### src/rtl/fifo_arb_pkg.sv
// -----------------------------------------------------------------------------
// fifo_arb_pkg
//   Shared types and helpers for the write-port arbiter in front of
//   async_fifo1.
//
//   arb_state_t  : arbiter FSM encoding (IDLE / GRANT).
//   rr_pick_t    : result of a rotate-priority search (found flag + index).
//   rr_pick()    : first set request bit at or above ptr, wrapping at num_req.
//   NUM_REQ_DEF  : default requester count; IDW is its index width.
// -----------------------------------------------------------------------------
package fifo_arb_pkg;

  localparam int NUM_REQ_DEF = 4;
  localparam int IDW         = $clog2(NUM_REQ_DEF);

  // Upper bound on requesters; the search helper works on vectors of this
  // width so one function serves every legal NUM_REQ.
  localparam int MAX_REQ = 8;
  localparam int MAX_IDW = 3;

  typedef enum logic [0:0] {
    IDLE  = 1'b0,
    GRANT = 1'b1
  } arb_state_t;

  typedef struct packed {
    logic               found;
    logic [MAX_IDW-1:0] idx;
  } rr_pick_t;

  // Walks num_req positions starting at ptr, wrapping from num_req-1 back to
  // 0, and returns the first set bit. Bits at or above num_req are ignored.
  function automatic rr_pick_t rr_pick(
    input logic [MAX_REQ-1:0] req,
    input logic [MAX_IDW-1:0] ptr,
    input int                 num_req
  );
    rr_pick_t           r;
    logic [MAX_IDW-1:0] pos;
    logic [MAX_IDW-1:0] last;
    r.found = 1'b0;
    r.idx   = '0;
    last    = MAX_IDW'(num_req - 1);
    pos     = ptr;
    for (int k = 0; k < MAX_REQ; k++) begin
      if (k < num_req && !r.found && req[pos]) begin
        r.found = 1'b1;
        r.idx   = pos;
      end
      pos = (pos == last) ? '0 : pos + 1'b1;
    end
    return r;
  endfunction

endpackage

### src/rtl/fifo_wr_arbiter_if.sv
// -----------------------------------------------------------------------------
// fifo_wr_arbiter_if
//   Bundles the producer handshakes and the FIFO write port seen by
//   fifo_wr_arbiter.
//
//   req_valid [NUM_REQ]        producer word-valid
//   req_data  [NUM_REQ*DSIZE]  producer data, requester i at [i*DSIZE +: DSIZE]
//   req_ready [NUM_REQ]        producer accept (one-hot or zero)
//   wfull                      FIFO full flag (wclk domain)
//   winc                       FIFO write enable
//   wdata     [DSIZE]          FIFO write data
//   grant_id  [$clog2(NUM_REQ)] current owner, meaningful while busy
//   busy                       arbiter is in GRANT
//
//   slave  : arbiter view.  master : producers + FIFO view.
// -----------------------------------------------------------------------------
interface fifo_wr_arbiter_if
  import fifo_arb_pkg::*;
#(
  parameter int NUM_REQ = NUM_REQ_DEF,
  parameter int DSIZE   = 8
);
  localparam int ID_W = $clog2(NUM_REQ);

  logic [NUM_REQ-1:0]       req_valid;
  logic [NUM_REQ*DSIZE-1:0] req_data;
  logic [NUM_REQ-1:0]       req_ready;
  logic                     wfull;
  logic                     winc;
  logic [DSIZE-1:0]         wdata;
  logic [ID_W-1:0]          grant_id;
  logic                     busy;

  modport slave (
    input  req_valid, req_data, wfull,
    output req_ready, winc, wdata, grant_id, busy
  );

  modport master (
    output req_valid, req_data, wfull,
    input  req_ready, winc, wdata, grant_id, busy
  );

endinterface

### src/rtl/fifo_wr_arbiter_rr_priority_sel.sv
// -----------------------------------------------------------------------------
// rr_priority_sel
//   Combinational rotate-priority encoder. Finds the first asserted request
//   at or above ptr, wrapping at NUM_REQ (non-power-of-two counts supported).
//
//   req [NUM_REQ]  request vector
//   ptr [ID_W]     search start index, must be < NUM_REQ
//   idx [ID_W]     selected index (0 when nothing is requested)
//   any            at least one request is set
// -----------------------------------------------------------------------------
module rr_priority_sel
  import fifo_arb_pkg::*;
#(
  parameter  int NUM_REQ = NUM_REQ_DEF,
  localparam int ID_W    = $clog2(NUM_REQ)
) (
  input  logic [NUM_REQ-1:0] req,
  input  logic [ID_W-1:0]    ptr,
  output logic [ID_W-1:0]    idx,
  output logic               any
);

  rr_pick_t pick;

  always_comb begin
    pick = rr_pick(MAX_REQ'(req), MAX_IDW'(ptr), NUM_REQ);
    idx  = ID_W'(pick.idx);
    any  = pick.found;
  end

endmodule

### src/rtl/fifo_wr_arbiter.sv
// -----------------------------------------------------------------------------
// fifo_wr_arbiter
//   Round-robin owner of the async_fifo1 write port. NUM_REQ producers in the
//   wclk domain compete with valid/ready handshakes; the winner keeps the
//   port for up to MAX_BURST accepted words, then the grant rotates.
//
//   wclk    write-domain clock, rising edge
//   wrst_n  asynchronous active-low reset
//   bus     fifo_wr_arbiter_if.slave (producer handshakes + FIFO write port)
//
//   IDLE : pick the next owner (one cycle, no transfer).
//   GRANT: req_ready[owner] = ~wfull, winc = valid & ready, both
//          combinational so the FIFO samples them on the same edge.
//   Release (back to IDLE, pointer moves past the owner) on the last word of
//   a burst or when the owner drops valid. A full FIFO just holds the grant.
// -----------------------------------------------------------------------------
module fifo_wr_arbiter
  import fifo_arb_pkg::*;
#(
  parameter int NUM_REQ   = NUM_REQ_DEF,
  parameter int DSIZE     = 8,
  parameter int MAX_BURST = 4
) (
  input logic               wclk,
  input logic               wrst_n,
  fifo_wr_arbiter_if.slave  bus
);

  localparam int ID_W  = $clog2(NUM_REQ);
  localparam int CNT_W = $clog2(MAX_BURST) + 1;

  localparam logic [0:0] ST_IDLE  = 1'(IDLE);
  localparam logic [0:0] ST_GRANT = 1'(GRANT);

  localparam logic [ID_W-1:0]  LAST_ID  = ID_W'(NUM_REQ - 1);
  localparam logic [CNT_W-1:0] LAST_CNT = CNT_W'(MAX_BURST - 1);

  logic [0:0]       state;
  logic [ID_W-1:0]  rr_ptr;
  logic [ID_W-1:0]  owner;
  logic [CNT_W-1:0] burst_cnt;

  logic [ID_W-1:0]  sel_idx;
  logic             sel_any;

  logic             in_grant;
  logic             owner_valid;
  logic             port_open;
  logic             xfer;
  logic             last_word;
  logic [ID_W-1:0]  next_ptr;

  rr_priority_sel #(
    .NUM_REQ (NUM_REQ)
  ) u_sel (
    .req (bus.req_valid),
    .ptr (rr_ptr),
    .idx (sel_idx),
    .any (sel_any)
  );

  // ---------------------------------------------------------------------------
  // Handshake and write port
  // ---------------------------------------------------------------------------
  assign in_grant    = (state == ST_GRANT);
  assign owner_valid = bus.req_valid[owner];
  assign port_open   = in_grant & ~bus.wfull;
  assign xfer        = port_open & owner_valid;
  assign last_word   = (burst_cnt == LAST_CNT);

  // Pointer lands just past the releasing owner so it goes last next round.
  assign next_ptr = (owner == LAST_ID) ? '0 : owner + 1'b1;

  // NOTE: every signal written in an always_comb gets a default on entry, so
  // no path leaves it unassigned and no latch is inferred.
  always_comb begin
    bus.req_ready = '0;
    if (port_open) begin
      bus.req_ready[owner] = 1'b1;
    end
  end

  // Data mux selects 0 outside GRANT so wdata idles at a known value.
  always_comb begin
    bus.wdata = '0;
    for (int i = 0; i < NUM_REQ; i++) begin
      if (in_grant && owner == ID_W'(i)) begin
        bus.wdata = bus.req_data[i*DSIZE +: DSIZE];
      end
    end
  end

  assign bus.winc     = xfer;
  assign bus.busy     = in_grant;
  assign bus.grant_id = owner;

  // ---------------------------------------------------------------------------
  // FSM, owner, pointer and burst counter
  // ---------------------------------------------------------------------------
  // NOTE: state registers use non-blocking assignments so every flop samples
  // the pre-edge values, independent of statement order.
  // NOTE: all four registers have an async reset; an assertion mid-burst drops
  // the FSM to IDLE at once, which kills winc and req_ready combinationally.
  always_ff @(posedge wclk or negedge wrst_n) begin
    if (!wrst_n) begin
      state     <= ST_IDLE;
      rr_ptr    <= '0;
      owner     <= '0;
      burst_cnt <= '0;
    end else if (state == ST_IDLE) begin
      if (sel_any) begin
        owner     <= sel_idx;
        burst_cnt <= '0;
        state     <= ST_GRANT;
      end
    end else begin
      if (xfer && !last_word) begin
        burst_cnt <= burst_cnt + 1'b1;
      end else if (xfer || !owner_valid) begin
        // Burst exhausted or producer went quiet: hand the port on.
        state     <= ST_IDLE;
        rr_ptr    <= next_ptr;
        burst_cnt <= '0;
      end
      // Owner still valid but FIFO full: hold grant and count unchanged.
    end
  end

endmodule
### src/flat_wrapper.sv
// flat-port wrapper written by rule: the top's interface ports become plain ports
module fifo_wr_arbiter_flat import fifo_arb_pkg::*;
#(
  parameter int NUM_REQ   = NUM_REQ_DEF,
  parameter int DSIZE     = 8,
  parameter int MAX_BURST = 4
)
  (wclk, wrst_n, bus_req_valid, bus_req_data, bus_wfull, bus_req_ready, bus_winc, bus_wdata, bus_grant_id, bus_busy);
  fifo_wr_arbiter_if #(.NUM_REQ(NUM_REQ), .DSIZE(DSIZE)) bus_i ();
  input logic wclk;
  input logic wrst_n;
  input wire logic [$bits(bus_i.req_valid)-1:0] bus_req_valid;
  input wire logic [$bits(bus_i.req_data)-1:0] bus_req_data;
  input wire logic [$bits(bus_i.wfull)-1:0] bus_wfull;
  output wire logic [$bits(bus_i.req_ready)-1:0] bus_req_ready;
  output wire logic [$bits(bus_i.winc)-1:0] bus_winc;
  output wire logic [$bits(bus_i.wdata)-1:0] bus_wdata;
  output wire logic [$bits(bus_i.grant_id)-1:0] bus_grant_id;
  output wire logic [$bits(bus_i.busy)-1:0] bus_busy;
  assign bus_i.req_valid = bus_req_valid;
  assign bus_i.req_data = bus_req_data;
  assign bus_i.wfull = bus_wfull;
  assign bus_req_ready = bus_i.req_ready;
  assign bus_winc = bus_i.winc;
  assign bus_wdata = bus_i.wdata;
  assign bus_grant_id = bus_i.grant_id;
  assign bus_busy = bus_i.busy;
  fifo_wr_arbiter #(.NUM_REQ(NUM_REQ), .DSIZE(DSIZE), .MAX_BURST(MAX_BURST)) u_core (.wclk(wclk), .wrst_n(wrst_n), .bus(bus_i));
endmodule
### config.mk
export PLATFORM = sky130hd
export DESIGN_NAME = fifo_wr_arbiter_flat
export DESIGN_NICKNAME = d
export VERILOG_FILES = /design/src/rtl/fifo_arb_pkg.sv /design/src/rtl/fifo_wr_arbiter_if.sv /design/src/rtl/fifo_wr_arbiter_rr_priority_sel.sv /design/src/rtl/fifo_wr_arbiter.sv /design/src/flat_wrapper.sv
export SDC_FILE = /design/constraint.sdc
export NUM_CORES = 1
export LEC_CHECK = 0
export ABC_CLOCK_PERIOD_IN_PS = 4700
export BUFFER_PORTS_ARGS = -buffer_cell sky130_fd_sc_hd__buf_2
export CAP_MARGIN = 20
export CORE_MARGIN = 4
export CORE_UTILIZATION = 50
export CTS_BUF_LIST = sky130_fd_sc_hd__clkbuf_8 sky130_fd_sc_hd__clkbuf_16
export DETAILED_ROUTE_END_ITERATION = 12
export PLACE_DENSITY = 0.85
export SLEW_MARGIN = 20
export SYNTH_ARGS = -nofsm -noshare
export SYNTH_HDL_FRONTEND = slang
export SYNTH_SLANG_ARGS = --single-unit
### constraint.sdc
create_clock -name wclk -period 4.7 [get_ports wclk]
set_input_delay 0.235 -clock wclk [delete_from_list [all_inputs] [get_ports wclk]]
set_output_delay 0.235 -clock wclk [all_outputs]
set_load 0.005 [all_outputs]
**After elaboration in Yosys (flattened, before gate mapping)**

Cells that the tools add are included.

- Add/subtract/negate cells: 5
- Multiply operators: 0
- Div/mod/pow operators: 0
- Order comparisons: 6
- Eq/ne operators: 8
- Shift operators: 0
- Multiplexer cells: 33
- Bitwise gates (word level): 5
- Reduce and logical (&&, ||, !) cells: 20

Operators by type and width:

| kind | number |
|---|---|
| $mux 8 | 4 |
| $mux 3 | 7 |
| $mux 4 | 5 |
| $lt 3x4->1 const B | 3 |
| $mux 1 | 10 |
| $add 3x1->3 const B | 3 |
| $bmux 1 s3 | 3 |
| $eq 3x2->1 const B | 3 |
| $logic_and 1x1->1 | 9 |
| $eq 2x2->1 const B | 3 |
| $logic_not 1->1 | 5 |
| $bmux 1 s2 | 2 |
| $lt 2x4->1 const B | 1 |
| $reduce_and 2->1 | 2 |
| $add 2x1->3 const B | 1 |
| $lt 2x3->1 const B | 1 |
| $ne 3x3->1 const B | 1 |
| $not 1->1 | 3 |
| $reduce_and 3->1 | 1 |
| $add 2x1->2 const B | 1 |
| $and 1x1->1 | 2 |
| $demux 1 s2 | 1 |
| $eq 2x1->1 const B | 1 |
| $ge 2x1->1 const B | 1 |
| other kinds (4) | 4 |

- Register bits: 8
- Latch bits: 0
- RAM bits: 0
- ROM bits: 0
- Bits of input ports: 39
- Output and inout bits: 16
- Word-level logic and storage cells: 81
- Memories: 0

**Depth between registers and ports, before layout**

Gate-level depths: netlist of the first run.

- Depth in word-level cells: 14
- Mapped depth: 8
- Mapped depth without buffers: 7

**Modules after synthesis**

From an unflattened synthesis of the first run, not the netlist that was laid out.

- Cells, all modules: 121
- Area total of the unflattened synthesis: 1,072.3 um^2

Modules (own cells, without submodules):

| module | instances | cells each | area each (um^2) | sequential area each (um^2) |
|---|---|---|---|---|
| fifo_wr_arbiter | 1 | 80 | 739.5 | 200.2 |
| rr_priority_sel | 1 | 41 | 332.8 | 0.0 |

**Least setup slack after synthesis of the first run**

No wires, ideal clock.

- Path type: flip-flop to flip-flop
- From: reg u_core.rr_ptr[1]
- To: reg u_core.owner[1], in the netlist u_core.bus.grant_id[1]
- Library setup time: 135 ps
- Arrival: 1,833 ps
- Required time: 4,565 ps
- Slack: 2,732 ps
- Stages on the path, launching flop included: 7
- Path buffers: 0
- Clock period less this slack: 1,968 ps
- Cell sequence: dfrtp_1 > ha_1 > or4_1 > o2111a_1 > o21ai_2 > o211a_1 > a211oi_2

- Cells in the longest elaborated chain, start to end: 13
- Elaborated cells between the ends (all ways): 28
- Those cells by class: add/sub (3); eq/ne (3); mux (15); reduce/logical (7)

Ends and longest elaborated chain:

| element | RTL line | text |
|---|---|---|
| start: declaration | fifo_wr_arbiter.sv:39 | `logic [ID_W-1:0] rr_ptr;` |
| start signal: assignment | fifo_wr_arbiter.sv:122 | `rr_ptr <= next_ptr;` |
| parallel branches: the longest is 11 deep, another holds $add 2x1->3 | -- |  |
| $mux 4 (*) | fifo_arb_pkg.sv:46 | `if (k < num_req && !r.found && req[pos]) begin` |
| $reduce_and 2->1 (no line) | -- |  |
| end signal: assignment | fifo_wr_arbiter.sv:112 | `owner <= sel_idx;` |
| end: declaration | fifo_wr_arbiter.sv:40 | `logic [ID_W-1:0] owner;` |

Every way passes the cells marked *. The select of a mux whose other input is x is not followed.
A chain may end at the register's enable or synchronous reset.

**Worst setup path in the final report of the first run**

- From: reg u_core.rr_ptr[0]
- To: reg u_core.burst_cnt[1]

- Cells in the longest elaborated chain, start to end: 14
- Elaborated cells between the ends (all ways): 29
- Those cells by class: add/sub (3); eq/ne (3); mux (15); reduce/logical (8)

Ends and longest elaborated chain:

| element | RTL line | text |
|---|---|---|
| parallel branches: the longest is 11 deep, another holds $add 2x1->3 | -- |  |
| $mux 4 (*) | fifo_arb_pkg.sv:46 |  |
| $reduce_bool 2->1 (no line) (*) | -- |  |
| $reduce_and 2->1 (no line) (*) | -- |  |
| end signal: assignment | fifo_wr_arbiter.sv:118 | `burst_cnt <= burst_cnt + 1'b1;` |
| end: declaration | fifo_wr_arbiter.sv:41 | `logic [CNT_W-1:0] burst_cnt;` |

Marked as above.

==> results.json, run 1 <==
{
  "outcome": "finished clean",
  "cts_tree": "built",
  "ys_async_sr_fraction_pct": 100,
  "startpoint_type": "flop",
  "grtUsageMet1_pct": 28.0,
  "numPortBuffers": 54,
  "fmax_ghz": 0.368,
  "syn_to_final_growth_pct": 26.3,
  "synth_warnings": 0,
  "p_per_area_nw_per_um2": 634,
  "wl_per_cell_um": 14.7,
  "cts_resized": 0,
  "fin_total_pwr_mw": 0.929,
  "synth-edff-count": 0,
  "antenna_found_initial": 0,
  "cts-root-buf": "clkbuf_8",
  "drt_iter0_markers": 68,
  "synth.cell_area_sq_um": 1160,
  "path_max_fanout": 22,
  "end_kind": "flop",
  "layout.nets": 242,
  "initial_core_util_pct": 52.4,
  "fill_cells": 186,
  "synth_area_leaders": "dfrtp_1 (17%), ha_1 (8.6%), a21oi_1 (6.5%)",
  "reg2reg_from": "u_core.rr_ptr[0]",
  "grt_busiest_layer": "met2",
  "hold_viol": 0,
  "die_area_sq_um": 3150,
  "design.core.area_sq_um": 2210,
  "routed_wl_mm": 3.24,
  "skew_ns": 0.00116,
  "yosysUniqueCellTypes": 43,
  "cp_top_family": "flip-flops",
  "fin_tns_setup_ns": 0,
  "avgSynthCellArea_sq_um": 8.00,
  "vias": 1287,
  "io_pins": 55,
  "cp_num_buf_inv": 0,
  "fin_crit_sh_pct": 57.8,
  "final_core_util_pct": 66.2,
  "worst_slew_pin_slew_ns": 0.721,
  "postCtsHoldBufs": 1,
  "cts_buffers": 3,
  "maxCapViolCount": 0,
  "ys_ff_latch": 8,
  "grt_pass1_vias": 1230,
  "drc_errors": 0,
  "synth_top_cell_by_area": "dfrtp_1",
  "place_hpwl_mm": 2.47,
  "path_cells": "ha_1 > or4_1 > o2111a_1 > o21ai_2 > a32oi_1 > o22ai_1",
  "rsz0062_at_grt": "no",
  "grt_pass1_wl_mm": 5.52,
  "place.gp.congestion": 0.921,
  "grtUsageMet2_pct": 33.7,
  "die_height_um": 56.2,
  "clk_path_buf_depth": 2,
  "p_leak_nw": 0.699,
  "cp.arrival_ns": 2.85,
  "grt.met3_usage_pct": 4.41,
  "htreeDepth": 1,
  "synth_top_area_share_pct": 17.3,
  "first_pass_iters": 4,
  "cp.depth": 6,
  "setup_violations": 0,
  "slew_viol_final": 0,
  "r2r_end": "u_core.burst_cnt[1]",
  "r2r_slack_ns": 1.98,
  "grt_overflow": 0,
  "slowest_stage": "dfrtp_1",
  "grt_max_degree": 23,
  "syn_nets": 192,
  "n_antenna_cell": 0,
  "r2r_cells": 6,
  "ys_seq_area_share_pct": 17.3,
  "cts_setup_buffers": 0,
  "crit_path_max_incr_delay_ns": 0.80,
  "syn-instance-count": 145,
  "drive_above_1_share_pct": 36.3,
  "clkLatencyLatePin_ns": 0.22,
  "relSlewSlack_pct": 51.9,
  "die_w_um": 56.2,
  "critPathCapture": "u_core.burst_cnt[1]",
  "clk_pin_slew_ns": 0.04,
  "path_class": "flop to flop",
  "num_rows": 17,
  "period_minus_slack_ns": 2.72,
  "vias_per_cell": 5.82,
  "ant_nets": 0,
  "hold_path.class": "input port to async pin",
  "synth-main-ff-cell": "dfrtp_1",
  "cp.required_ns": 4.84,
  "cts.sinks": 8,
  "vdd_drop_max_mv": 0.446,
  "track_usage_pct": 20.9,
  "startpoint": "u_core.rr_ptr[0]"
}
==> routing by layer <==
layer  wire length [um]  part of all wire, %
met2               1420                   44
met5                  0                    0
met3                337                   10
met4                 53                  1.6
met1               1430                   44
==> through the flow <==
step | cells | worst slack [ns] | cell area [sq um] | hold WS (ns)
floorplan | 145 | 2.73 | 1160 | -0.0606
finish | 221 | 1.98 | 1470 | 0.385
CTS | 221 | 2.02 | 1470 | 0.397
global route | 221 | 1.83 | 1470 | 0.423
global placement | 217 | 2.14 | 1410 | 0.0836
detailed placement | 217 | 2.03 | 1410 | 0.0874
==> worst min-delay path by stage <==
stage | to | slack [ns]
floorplan | u_core.burst_cnt[0] | -0.06
global placement | u_core.burst_cnt[2] | 0.08
detailed placement | u_core.bus.busy | 0.09
CTS | u_core.burst_cnt[2] | 0.40
global route | u_core.burst_cnt[2] | 0.42
finish | u_core.burst_cnt[2] | 0.39
==> cell usage after synthesis (2+ instances only) <==
cell type and instances:
inv_1 7, and2_1 8, dfrtp_1 8, clkbuf_1 6
nor4_1 2, mux2_4 3, or4_1 2, nand2_1 13
nor4b_1 3, nor2_1 6, a21oi_1 15, o22ai_1 2
nor2b_1 10, a221oi_1 5, nor3_1 6, ha_1 8
mux2_2 3, nand3b_1 4, o21ai_0 7, buf_2 2
mux2i_1 3
==> registers in the layout, indices dropped and copies added, names as in the netlist <==
register and flops:
u_core.burst_cnt 3, u_core.bus.grant_id 2, u_core.rr_ptr 2, u_core.bus.busy 1
==> kinds of logic after synthesis <==
family | after synthesis | synth area share [%]
AOI/OAI and AO/OA | 40 | 24.2
adders and majority gates | 8 | 8.63
buffers and inverters | 17 | 6.69
DFF | 8 | 17.3
muxes | 12 | 13.5
and+or+nand+nor | 60 | 29.8
==> cells in the final DEF (no fill, tap or decap), types with 2 or more instances in the layout <==
| cell | Yosys | final |
|---|---|---|
| buf_2 | 2 | 54 |
| a21oi_1 | 15 | 15 |
| nand2_1 | 13 | 13 |
| nor2b_1 | 10 | 10 |
| and2_1 | 8 | 8 |
| ha_1 | 8 | 8 |
| dfrtp_1 | 8 | 8 |
| inv_1 | 7 | 7 |
| o21ai_0 | 7 | 7 |
| nor3_1 | 6 | 6 |
| nor2_1 | 6 | 6 |
| a221oi_1 | 5 | 5 |
| nand3b_1 | 4 | 4 |
| nor4b_1 | 3 | 3 |
| mux2_4 | 3 | 3 |
| mux2_2 | 3 | 3 |
| mux2i_1 | 3 | 3 |
| clkbuf_8 | 0 | 3 |
| or4_1 | 2 | 2 |
| nor4_1 | 2 | 2 |
| o22ai_1 | 2 | 2 |
==> power by group <==
part	internal, mW	switching [mW]	total [mW]	leakage (nW)
clock network	0.0553	0.0248	0.0801	0.0216
logic	0.330	0.339	0.669	0.577
registers	0.0981	0.0815	0.180	0.0998
==> area by class of cell <==
cell class / instances / area [sq um] / area share (%)
Timing Repair Buffer: 55 / 280 / 19.1
Sequential cell: 8 / 200 / 13.7
Tap cell: 28 / 35.0 / 2.39
Clock buffer: 3 / 41.3 / 2.82
Inverter: 7 / 26.3 / 1.79
Multi-Input combinational cell: 120 / 882 / 60.2
(Power assumes the default switching activity.)
==> inputs of run 2 (changes only) <==
--- a/config.mk
+++ b/config.mk
@@ -5,14 +5,14 @@
 export SDC_FILE = /design/constraint.sdc
 export NUM_CORES = 1
 export LEC_CHECK = 0
-export ABC_CLOCK_PERIOD_IN_PS = 4700
+export ABC_CLOCK_PERIOD_IN_PS = 2400
 export BUFFER_PORTS_ARGS = -buffer_cell sky130_fd_sc_hd__buf_2
 export CAP_MARGIN = 20
 export CORE_MARGIN = 4
-export CORE_UTILIZATION = 50
+export CORE_UTILIZATION = 42
 export CTS_BUF_LIST = sky130_fd_sc_hd__clkbuf_8 sky130_fd_sc_hd__clkbuf_16
 export DETAILED_ROUTE_END_ITERATION = 12
-export PLACE_DENSITY = 0.85
+export PLACE_DENSITY = 0.76
 export SLEW_MARGIN = 20
 export SYNTH_ARGS = -nofsm -noshare
 export SYNTH_HDL_FRONTEND = slang
==> constraint.sdc (replaced) <==
create_clock -name wclk -period 2.4 [get_ports wclk]
set_input_delay 0.12 -clock wclk [delete_from_list [all_inputs] [get_ports wclk]]
set_output_delay 0.12 -clock wclk [all_outputs]
set_load 0.005 [all_outputs]
==> results.json, run 2 (synthesis results as in run 1) <==
{
  "die_w_um": 60.6,
  "fin_tns_setup_ns": 0,
  "io_pins": 55,
  "clkLatencyLatePin_ns": 0.23,
  "rsz0062_at_grt": "no",
  "placed_area_sq_um": 1430,
  "drc_errors": 0,
  "cp_num_buf_inv": 0,
  "numPortBuffers": 54,
  "initial_core_util_pct": 45.6,
  "r2r_slack_ns": 0.18,
  "startpoint_type": "flop",
  "routed_wl_mm": 3.07,
  "track_usage_pct": 16.6,
  "p_sw_share_pct": 47.1,
  "period_minus_slack_ns": 2.22,
  "final_core_util_pct": 58.4,
  "path_max_fanout": 7,
  "crit_path_max_incr_delay_ns": 0.54,
  "grt_pass1_vias": 1075,
  "drive_above_1_share_pct": 37.4,
  "end_kind": "flop",
  "startpoint": "u_core.rr_ptr[1]",
  "syn_to_final_growth_pct": 28.0,
  "grt_overflow": 0,
  "wl_per_cell_um": 13.6,
  "clk_pin_slew_ns": 0.04,
  "outcome": "finished clean",
  "drt_iter0_markers": 120,
  "htreeDepth": 1,
  "slowest_stage": "or4_1",
  "design_area_sq_um": 1490,
  "vias_per_cell": 5.66,
  "reg2reg_from": "u_core.rr_ptr[1]",
  "cts_tree": "built",
  "die_height_um": 60.6,
  "p_leak_nw": 0.707,
  "hold_viol": 0,
  "grt_pass1_wl_mm": 4.68,
  "place.gp.congestion": 0.978,
  "place_ws_ns": 0.215,
  "vias": 1274,
  "grt_max_degree": 22,
  "cp_top_family": "compound AO/OA/AOI/OAI gates",
  "path_class": "flop to flop",
  "p_int_mw": 0.979,
  "cts_buffers": 3,
  "first_pass_iters": 4,
  "p_comb_share_pct": 75.3,
  "antenna_found_initial": 0,
  "hold_path.class": "input port to async pin",
  "relSlewSlack_pct": 63.7,
  "r2r_cells": 6,
  "maxCapViolCount": 0,
  "path_cells": "ha_1 > or4_1 > o2111a_1 > o21ai_2 > a32oi_1 > o22ai_1",
  "layout_commonest_cell": "buf_2",
  "fmax_ghz": 0.450,
  "fin_ws_ns": 0.180,
  "r2r_end": "u_core.burst_cnt[1]",
  "skew_ns": 0.00358,
  "final_cell_mix": "buf_2 (54), a21oi_1 (15), nand2_1 (13), nor2b_1 (10)",
  "n_antenna_cell": 0,
  "slew_viol_final": 0,
  "design.core.area_sq_um": 2540,
  "setup_violations": 0,
  "ant_nets": 0,
  "cp.required_ns": 2.54,
  "num_rows": 18,
  "cts-root-buf": "clkbuf_8",
  "worst_slew_pin_slew_ns": 0.544,
  "vdd_drop_max_mv": 0.863,
  "p_per_area_nw_per_um2": 1250,
  "regMostFlops": "u_core.burst_cnt",
  "cts.sinks": 8,
  "cts_setup_buffers": 0,
  "power.share.sequential_pct": 16.2,
  "fill_cells": 221,
  "largest_reg_flops": 3,
  "place_hpwl_mm": 2.38,
  "cp.arrival_ns": 2.36,
  "layout.nets": 244,
  "p_sw_mw": 0.872,
  "clockPowerShare_pct": 8.5,
  "die_area_sq_um": 3670,
  "fin_crit_sh_pct": 92.5,
  "clk_path_buf_depth": 2
}
run 2: cell type report:
class,instances,area (sq um),share of cell area (%)
timing repair buffer,57,295,19.9
inverter,7,26.3,1.77
clock buffer,3,41.3,2.78
tap,30,37.5,2.53
multi-input combinational,120,885,59.6
sequential,8,200,13.5
run 2: per-layer routing:
metal	share of wire, %	routed length (um)	vias to the layer above	track usage, %
met3	13	397	0	4.26
met2	45	1370	61	28.5
li1	-	-	639	-
met1	43	1310	574	21.3
met5	0	0	-	0
met4	0	0	0	3.10
run 2: worst max path at each step:
stage	depth (start not counted)	to
after floorplan	6	u_core.bus.grant_id[1]
after global placement	6	u_core.burst_cnt[2]
after detailed placement	6	u_core.burst_cnt[2]
after CTS	8	bus_wdata[3]
after global routing	6	u_core.burst_cnt[2]
final	6	u_core.burst_cnt[1]
run 2: power groups by stage:
| stage | sequential, mW | combinational, mW | clock (mW) |
|---|---|---|---|
| final | 0.300 | 1.39 | 0.157 |
| after global routing | 0.315 | 1.55 | 0.169 |
| after CTS | 0.298 | 1.38 | 0.164 |
| after detailed placement | 0.299 | 1.38 | 0 |
| after global placement | 0.292 | 1.34 | 0 |
| after floorplan | 0.268 | 1.06 | 0 |
run 2: what timing repair did:
action                                  CTS  global route
gates resized for setup                   0             1
endpoints found under the setup margin    0             1
hold buffers                              1             0
hold endpoints to repair                  8             0
run 2: metrics by stage:
| stage | instances | power [mW] | hold WS [ns] |
|---|---|---|---|
| after floorplan | 145 | 1.33 | -0.176 |
| after global placement | 221 | 1.63 | -0.0311 |
| after detailed placement | 221 | 1.68 | -0.0243 |
| after CTS | 225 | 1.85 | 0.268 |
| after global routing | 225 | 2.03 | 0.296 |
| final | 225 | 1.85 | 0.272 |
==> inputs of run 3 (changes only) <==
--- a/config.mk
+++ b/config.mk
@@ -5,14 +5,15 @@
 export SDC_FILE = /design/constraint.sdc
 export NUM_CORES = 1
 export LEC_CHECK = 0
+export ABC_AREA = 1
 export ABC_CLOCK_PERIOD_IN_PS = 2400
 export BUFFER_PORTS_ARGS = -buffer_cell sky130_fd_sc_hd__buf_2
 export CAP_MARGIN = 20
 export CORE_MARGIN = 4
-export CORE_UTILIZATION = 42
+export CORE_UTILIZATION = 40
 export CTS_BUF_LIST = sky130_fd_sc_hd__clkbuf_8 sky130_fd_sc_hd__clkbuf_16
 export DETAILED_ROUTE_END_ITERATION = 12
-export PLACE_DENSITY = 0.76
+export PLACE_DENSITY = 0.75
 export SLEW_MARGIN = 20
 export SYNTH_ARGS = -nofsm -noshare
 export SYNTH_HDL_FRONTEND = slang
==> results.json, run 3 <==
{
  "syn_to_final_growth_pct": 33.7,
  "power.share.sequential_pct": 16.9,
  "r2r_end": "u_core.bus.grant_id[0]",
  "grt_pass1_wl_mm": 4.96,
  "relSlewSlack_pct": 65.5,
  "rsz0062_at_grt": "no",
  "track_usage_pct": 18.0,
  "cts-root-buf": "clkbuf_8",
  "cts_buffers": 3,
  "outcome": "finished clean",
  "synth-main-ff-cell": "dfrtp_1",
  "cp_top_family": "simple AND/OR/NAND/NOR gates",
  "crit_top_cell": "nand2_1",
  "synth_most_common_cell": "nand2_1",
  "path_class": "flop to primary output",
  "slowest_stage": "dfrtp_1",
  "largest_reg_flops": 3,
  "p_sw_share_pct": 53.6,
  "fin_ws_ns": 0.302,
  "end_kind": "primary output",
  "clkLatencyLatePin_ns": 0.23,
  "place_ws_ns": 0.468,
  "regMostFlops": "u_core.burst_cnt",
  "first_pass_iters": 4,
  "design.core.area_sq_um": 2480,
  "cp_num_buf_inv": 2,
  "synth_top_area_share_pct": 23.7,
  "cp.depth": 7,
  "place_hpwl_mm": 2.39,
  "vias": 1272,
  "vdd_drop_max_mv": 0.785,
  "ys_ff_latch": 8,
  "routed_wl_mm": 2.87,
  "p_comb_share_pct": 73.7,
  "setup_violations": 0,
  "fmax_ghz": 0.477,
  "cts_setup_buffers": 0,
  "initial_core_util_pct": 41.6,
  "place.gp.congestion": 0.839,
  "p_leak_nw": 0.846,
  "synth_area_leaders": "nand2_1 (24%), dfrtp_1 (19%), nand3_1 (13%)",
  "syn-instance-count": 172,
  "htreeDepth": 1,
  "skew_ns": 0.00225,
  "antenna_found_initial": 0,
  "p_int_mw": 0.786,
  "grt_overflow": 0,
  "cts.sinks": 8,
  "synth_warnings": 0,
  "n_antenna_cell": 0,
  "p_per_area_nw_per_um2": 1230,
  "fin_crit_sh_pct": 87.4,
  "p_sw_mw": 0.909,
  "drc_errors": 0,
  "startpoint_type": "flop",
  "reg2reg_from": "u_core.rr_ptr[0]",
  "grt_pass1_vias": 1149,
  "crit_path_max_incr_delay_ns": 0.51,
  "synth.cell_area_sq_um": 1030,
  "worst_slew_pin_slew_ns": 0.516,
  "avgSynthCellArea_sq_um": 5.99,
  "r2r_cells": 11,
  "path_cells": "inv_1 > ha_1 > nand2_1 > nand3_1 > o211ai_1 > nand2_1 > buf_2",
  "slew_viol_final": 0,
  "cp.arrival_ns": 1.98,
  "period_minus_slack_ns": 2.10,
  "drt_iter0_markers": 62,
  "hold_path.class": "input port to async pin",
  "drive_above_1_share_pct": 30.5,
  "die_height_um": 58.8,
  "clockPowerShare_pct": 9.5,
  "yosysUniqueCellTypes": 20,
  "ys_top_cells_by_count": "nand2_1 (65), nand3_1 (27), inv_1 (15)",
  "path_max_fanout": 17,
  "holdWs_ns": 0.272,
  "syn_nets": 219,
  "hold_viol": 0,
  "fin_total_pwr_mw": 1.70,
  "maxCapViolCount": 0,
  "layout.nets": 275,
  "cts_tree": "built",
  "layout_commonest_cell": "nand2_1",
  "die_w_um": 58.8,
  "ys_async_sr_fraction_pct": 100,
  "clk_pin_slew_ns": 0.04,
  "grt_max_degree": 18,
  "ant_nets": 0,
  "ys_seq_area_share_pct": 19.4,
  "wl_per_cell_um": 11.2,
  "numPortBuffers": 54,
  "die_area_sq_um": 3450,
  "synth-edff-count": 0,
  "clk_path_buf_depth": 2,
  "synth_top_cell_by_area": "nand2_1",
  "num_rows": 18,
  "cp.required_ns": 2.28,
  "vias_per_cell": 4.97,
  "r2r_slack_ns": 0.57,
  "fin_tns_setup_ns": 0,
  "io_pins": 55,
  "final_cell_mix": "nand2_1 (65), buf_2 (54), nand3_1 (27), inv_1 (15), nor2_1 (10)"
}
==> run 3: layer usage <==
metal | routed length [um] | GRT usage (%) | vias to the layer above
met3 | 109 | 1.97 | 7
li1 | - | - | 677
met5 | 0 | 0 | -
met1 | 1310 | 26.4 | 563
met2 | 1410 | 27.0 | 25
met4 | 45 | 6.47 | 0
==> run 3: cell type report <==
class / instances / area (sq um)
timing repair buffer: 55 / 280
inverter: 17 / 63.8
sequential: 8 / 200
clock buffer: 3 / 41.3
multi-input combinational: 143 / 756
fill: 265 / 1100
tap: 30 / 37.5
==> run 3: what timing repair did <==
item / CTS / global route
hold buffers: 1 / 0
resized for setup: 0 / 1
endpoints found under the hold margin: 8 / 0
endpoints found under the setup margin: 0 / 1
==> run 3: how the worst max path moves through the flow <==
stage,from,endpoint,slack [ns]
after floorplan,u_core.rr_ptr[0],u_core.bus.grant_id[0],0.73
after global placement,u_core.bus.busy,bus_wdata[0],0.46
after detailed placement,u_core.bus.busy,bus_wdata[0],0.47
after CTS,u_core.bus.busy,bus_wdata[0],0.20
after global routing,u_core.bus.grant_id[0],bus_wdata[4],0.07
final,u_core.bus.grant_id[0],bus_wdata[4],0.30
==> run 3: kinds of logic after synthesis <==
group	Yosys count	synth area share [%]
and+or+nand+nor	116	51.8
DFF	8	19.4
AOI/OAI and AO/OA	19	11.2
adders and majority gates	8	9.71
buffers and inverters	21	7.89
==> run 3: worst register-to-register path, stage by stage, from the launching register on <==
cell	delay, ns
dfrtp_1	0.45
ha_1	0.39
inv_1	0.15
nand2_1	0.09
nand2_1	0.10
nand2_1	0.05
nand2_1	0.15
inv_1	0.08
nand3b_1	0.08
nand3_1	0.08
nand2_1	0.06
nand2_1	0.04
==> run 3: metrics by stage <==
step           cells  util, %  area, sq um
3_3_place_gp     252     53.3         1320
3_5_place_dp     252     53.3         1320
6_report         256     55.7         1380
4_1_cts          256     55.4         1370
2_1_floorplan    172        -         1030
5_1_grt          256     55.7         1380
==> run 3: power groups by stage <==
stage          registers (mW)  logic [mW]  clock network (mW)
2_1_floorplan           0.243       0.928                   0
3_3_place_gp            0.286        1.23                   0
3_5_place_dp            0.286        1.23                   0
4_1_cts                 0.285        1.24               0.166
5_1_grt                 0.301        1.44               0.174
6_report                0.286        1.25               0.161
